### src/rtl/scale_demux_reg.sv
// scale_demux_reg
//   Registered 1-to-2 demultiplexer. Each beat accepted on the input stream
//   is steered by sel_a into a one-entry output register for destination A
//   or B. The two destinations stall independently; a stalled destination
//   never blocks beats headed for the other one. Each destination also
//   counts delivered beats (output handshakes) for bring-up and debug.
//
// Ports
//   clk          clock, all state updates on the rising edge
//   rst_         asynchronous active-low reset
//   in_data      input beat data
//   in_valid     input beat present
//   sel_a        1: route beat to A, 0: route beat to B
//   in_ready     demux accepts the beat this cycle
//   out_a        destination A data (held after drain, qualify with valid)
//   out_a_valid  destination A beat present
//   out_a_ready  destination A consumes beat
//   out_b        destination B data (held after drain, qualify with valid)
//   out_b_valid  destination B beat present
//   out_b_ready  destination B consumes beat
//   cnt_a        beats delivered on A, wraps
//   cnt_b        beats delivered on B, wraps

module scale_demux_reg #(
  parameter int WIDTH     = 8,
  parameter int CNT_WIDTH = 8
) (
  input  logic                 clk,
  input  logic                 rst_,
  input  logic [WIDTH-1:0]     in_data,
  input  logic                 in_valid,
  input  logic                 sel_a,
  output logic                 in_ready,
  output logic [WIDTH-1:0]     out_a,
  output logic                 out_a_valid,
  input  logic                 out_a_ready,
  output logic [WIDTH-1:0]     out_b,
  output logic                 out_b_valid,
  input  logic                 out_b_ready,
  output logic [CNT_WIDTH-1:0] cnt_a,
  output logic [CNT_WIDTH-1:0] cnt_b
);

  logic room_a;
  logic room_b;
  logic accept;
  logic load_a;
  logic load_b;
  logic drain_a;
  logic drain_b;

  // A register can take a new beat when it is empty or is being drained in
  // the same cycle, which gives one beat per cycle with no bubble.
  assign room_a  = !out_a_valid || out_a_ready;
  assign room_b  = !out_b_valid || out_b_ready;

  // Gated with rst_ so in_ready drops immediately on reset assertion rather
  // than waiting for the registers to clear.
  assign in_ready = rst_ && (sel_a ? room_a : room_b);

  assign accept  = in_valid && in_ready;
  assign load_a  = accept && sel_a;
  assign load_b  = accept && !sel_a;
  assign drain_a = out_a_valid && out_a_ready;
  assign drain_b = out_b_valid && out_b_ready;

  always_ff @(posedge clk or negedge rst_) begin
    if (!rst_) begin
      out_a       <= '0;
      out_a_valid <= 1'b0;
      cnt_a       <= '0;
    end else begin
      if (load_a) begin
        out_a       <= in_data;
        out_a_valid <= 1'b1;
      end else if (drain_a) begin
        out_a_valid <= 1'b0;
      end
      if (drain_a) begin
        cnt_a <= cnt_a + 1'b1;
      end
    end
  end

  always_ff @(posedge clk or negedge rst_) begin
    if (!rst_) begin
      out_b       <= '0;
      out_b_valid <= 1'b0;
      cnt_b       <= '0;
    end else begin
      if (load_b) begin
        out_b       <= in_data;
        out_b_valid <= 1'b1;
      end else if (drain_b) begin
        out_b_valid <= 1'b0;
      end
      if (drain_b) begin
        cnt_b <= cnt_b + 1'b1;
      end
    end
  end

endmodule

### config.mk
export PLATFORM = sky130hd
export DESIGN_NAME = scale_demux_reg
export DESIGN_NICKNAME = d
export VERILOG_FILES = /design/src/rtl/scale_demux_reg.sv
export SDC_FILE = /design/constraint.sdc
export NUM_CORES = 1
export LEC_CHECK = 0
export BUFFER_PORTS_ARGS = -buffer_cell sky130_fd_sc_hd__buf_2
export CELL_PAD_IN_SITES_DETAIL_PLACEMENT = 0
export CELL_PAD_IN_SITES_GLOBAL_PLACEMENT = 1
export CORE_MARGIN = 5
export CORE_UTILIZATION = 25
export CTS_BUF_LIST = sky130_fd_sc_hd__clkbuf_8
export DETAILED_ROUTE_END_ITERATION = 10
export PLACE_DENSITY = 0.61
export SYNTH_ARGS = -nofsm -noshare
export SYNTH_HDL_FRONTEND = slang
export SYNTH_SLANG_ARGS = --single-unit
export TNS_END_PERCENT = 5
### constraint.sdc
create_clock -name clk -period 1.8 [get_ports clk]
set_input_delay 0.27 -clock clk [delete_from_list [all_inputs] [get_ports clk]]
set_output_delay 0.27 -clock clk [all_outputs]
set_load 0.005 [all_outputs]
; Word-level counts from Yosys, hierarchy flattened
; Index checks and enable logic that the tools add are counted.
[totals]
register_bits = 34
inputBits = 14
out_inout_bits = 35
[op_classes]
add_sub_neg = 2
mux = 5
reduce_logical = 13
[ops]
columns = operator, count
row1 = adder 8 x 1 -> 8 bit (second input constant), 2
row2 = logical AND 1 bit, 6
row3 = two-way mux 1 bit, 5
row4 = nonzero test 2 bit, 2
row5 = zero test 1 bit, 3
row6 = logical OR 1 bit, 2

; Depth between registers and ports, before layout
[logic_depth]
ltp_word = 7
ltp_mapped = 4
depth_no_buf = 4

; Least setup slack after synthesis
; No wires, ideal clock.
[synth_path]
path_kind = reg-to-reg
from = register out_b_valid
to = register out_b[0]
arrival_ns = 1.195
t_required_ns = 1.675
slack_ns = 0.480
stages_incl_launch_ff = 4
n_path_buf = 0
period_less_slack_ns = 1.320
path_cell_list = dfrtp_1 > nand2b_2 > nor3b_4 > mux2_2
[synth_via]
elab_chain_len = 6
[synth_rtl]
columns = item, line_no
row1 = from (decl), 38  ; output logic out_b_valid,
row2 = from (signal assigned), 88  ; out_b_valid <= 1'b0;
row3 = from (signal assigned), 93  ; out_b_valid <= 1'b1;
row4 = from (signal assigned), 95  ; out_b_valid <= 1'b0;
row5 = zero test 1 bit, 55  ; assign room_b = !out_b_valid || out_b_ready;
row6 = logical OR 1 bit, 55
row7 = two-way mux 1 bit, 59  ; assign in_ready = rst_ && (sel_a ? room_a : room_b);
row8 = logical AND 1 bit, 59
row9 = logical AND 1 bit, 61  ; assign accept = in_valid && in_ready;
row10 = logical AND 1 bit, 63  ; assign load_b = accept && !sel_a;
row11 = to (signal assigned), 92  ; out_b <= in_data;
row12 = to (decl), 37  ; output logic [WIDTH-1:0] out_b,
; Every way passes these cells.
; A chain may end at the register's enable or synchronous reset.

; Final worst setup path
[layout_path]
from = register out_b_valid
to = register out_b[5]
; The elaborated chain is that of the path after synthesis.

==> reports/metrics.csv <==
stage;metric;value;unit
status;status;completed;
place;place_congestion;0.7302;
final_layout;syn_to_final_growth;30.64;%
synth;syn_area_per_cell;13.93;sq um
setup_path;ff2ff_path_depth;3;
synth;synth_ff_type;dfrtp_1;
worst_hold_path;hold_class;input pin to async pin;
timing;fin_setup_tns;0;ns
setup_path;crit_end;out_b[5]$_DFFE_PN0P_;
floorplan;dieArea;0.007163;sq mm
cts;htreeDepth;2;
cts;cts.repair_timing.setup_buffer_count;0;
drt;wirelength;2961;um
timing;relSlewSlack;0.7073;
setup_path;startpoint;out_b_valid$_DFFE_PN0P_;
cts;ctsLongestPathBuffers;2;
cts;cts.sinks;34;
timing;max_freq;689.0;MHz
setup_path;timing.rr.start;out_b_valid$_DFFE_PN0P_;
place;port_buffers;48;
setup_path;rr_endpoint;out_b[5]$_DFFE_PN0P_;
synth;synth_common_cells;dfrtp_1 (34), mux2_2 (18), xnor2_1 (10), nand2_1 (9);
final_layout;fin_nets;171;
global_route;antenna_found_initial;0;
setup_path;crit_buf_inv;0;
setup_path;regToRegSetupSlack;0.35;ns
drt;drt_iter0_drc;15;
synth;synth-edff-count;0;
synth;synthDominantAreaCellType;dfrtp_1;
cts;cts_resized;0;
drt;ant_nets;0;
run;maxCapViolCount;0;
global_route;grt_pass1_vias;1038;
synth;synth_cell_types;20;
drt;viasPerCell;4.079;
final_layout;drive_gt1_frac;0.4936;
cts;clock_latency;0.28;ns
cts;cts.clk_slew.worst_paths;0.07;ns
cts;cts-root-buf;clkbuf_8;
global_route;grt_usage;0.08708;
place;dpl.hpwl;2285;um
timing;fin_crit;1.451;ns
synth;ys_seq_elements;34;
global_route;grt_max_degree;36;
synth;synthTopCellsByArea;dfrtp_1 (61%), mux2_2 (15%), xnor2_1 (6.3%);
cts;cts_inserted_buffers;5;
floorplan;num_rows;27;
cts;cts_tree;built;
setup_path;critPathSlowestCell;dfrtp_1;
floorplan;pin_count;49;
floorplan;die_w;84.64;um
floorplan;die_height;84.64;um
synth;synth_nets;116;
global_route;grt_pass1_wl;5071;um
synth;ys_seq_area_frac;0.6110;
setup_path;crit_path_max_fanout;8;
synth;async_flop_share;1.000;
synth;netlist_area;0.001393;sq mm
timing;finalSetupViolCount;0;
synth;synth.top_cell.area_share;0.6110;
setup_path;path_delay_family;simple AND/OR/NAND/NOR gates;
drt;num_vias;930;
timing;final-hold-violation-count;0;
global_route;overflow;0;
setup_path;worstPathRequired;1.96;ns
timing;fin_crit_sh;0.8063;
drt;drcViolationCount;0;
setup_path;slowest_delay;0.43;ns
floorplan;start_util;0.2545;
drt;dr.pass1.iters;4;
final_layout;antenna_cells;0;
synth;yosys_warnings;0;
timing;fin_ws;0.3487;ns
power_and_ir_drop;p_per_area;1172;mW/mm^2
setup_path;cp-start-kind;flip-flop;
synth;yosysMostFrequentCell;dfrtp_1;
synth;synth_cells;100;
timing;slew_viol_final;0;
power_and_ir_drop;leakage;0.9018;nW
timing;fin_skew;0.007420;ns
final_layout;fill_cells;581;
timing;rsz0062_at_grt;false;
setup_path;worst-setup-path-type;flip-flop to flip-flop;
setup_path;cp_cell_sequence;nand2b_2 -> nor3b_4 -> mux2_2;
cts;cts_hold_buffers;0;
timing;worst_slew_pin_slew;0.4387;ns
floorplan;core_area;0.005473;sq mm
setup_path;cp.arrival;1.61;ns
drt;avgRoutedWirePerCell;12.99;um
setup_path;crit_path_end_kind;flip-flop;
setup_path;crit_cells;3;
power_and_ir_drop;irDropWorstVdd;0.0004987;V
place;dp_slack;0.3313;ns
[placed cells by master, fill, tap and decap left out, types with 3 or more instances in the layout]
cell type,n
mux2_2,18
nand2_1,9
and3_1,3
clkbuf_8,6
xor2_1,4
xnor2_1,10
buf_2,48
nand4_1,4
dfrtp_1,34
[routing by layer]
layer,vias to the layer above,track usage,part of all wire
met4,0,0.02158,0.0020
met2,32,0.1402,0.47
met3,2,0.04024,0.082
met1,441,0.1059,0.44
li1,455,-,-
met5,-,0,0
[area by class of cell]
cell class / instances / area, sq um / area share
repair buffers: 50 / 255.2 / 0.1403
well taps: 72 / 90.09 / 0.04952
flip-flops and latches: 34 / 850.8 / 0.4677
clock inverters: 2 / 8.758 / 0.004814
multi-input cells: 64 / 531.8 / 0.2923
clock buffers: 6 / 82.58 / 0.04539
[state kept, by name (all words and copies together), names as in the netlist]
name         flops
cnt_a            8
cnt_b            8
out_a            8
out_b            8
out_a_valid      1
out_b_valid      1
[worst min path at each step]
stage          start                    to  slack (ns)  cells past startpoint
6_report        rst_  cnt_b[6]$_DFFE_PN0P_        0.07                      2
5_1_grt         rst_  cnt_a[7]$_DFFE_PN0P_        0.12                      2
4_1_cts         rst_  cnt_a[7]$_DFFE_PN0P_        0.08                      2
3_5_place_dp    rst_  cnt_a[7]$_DFFE_PN0P_        0.38                      2
3_3_place_gp    rst_  cnt_b[7]$_DFFE_PN0P_        0.38                      2
2_1_floorplan   rst_  cnt_a[0]$_DFFE_PN0P_       -0.03                      0
[power by group]
part	switching (W)	internal (W)	total, W
sequential	0.000158	0.000939	0.00110
clock	0.000256	0.000303	0.000558
combinational	0.000198	0.000279	0.000477
total	0.000612	0.00152	0.00213
[cell families (layout without fill, tap and decap cells)]
group           count (synthesis)  after routing  synth area share
compound gates                  1              1          0.003590
xor+xnor                       14             14           0.08804
fa+ha+maj                       2              2           0.01797
buf+inv                         2             58          0.007188
flops                          34             34            0.6110
mux                            19             19            0.1527
simple gates                   28             28            0.1195
[per-stage QoR]
step / cell area (sq um) / power (W) / std cells / hold slack [ns] / utilization
global placement: 1728 / 0.001587 / 220 / 0.3818 / 0.3157
detailed placement: 1728 / 0.001603 / 220 / 0.3832 / 0.3157
global route: 1819 / 0.002270 / 228 / 0.1239 / 0.3324
floorplan: 1393 / 0.001319 / 100 / -0.02559 / -
finish: 1819 / 0.002133 / 228 / 0.06560 / 0.3324
CTS: 1819 / 0.002173 / 228 / 0.07855 / 0.3324
Power figures use the tool's default switching activity.
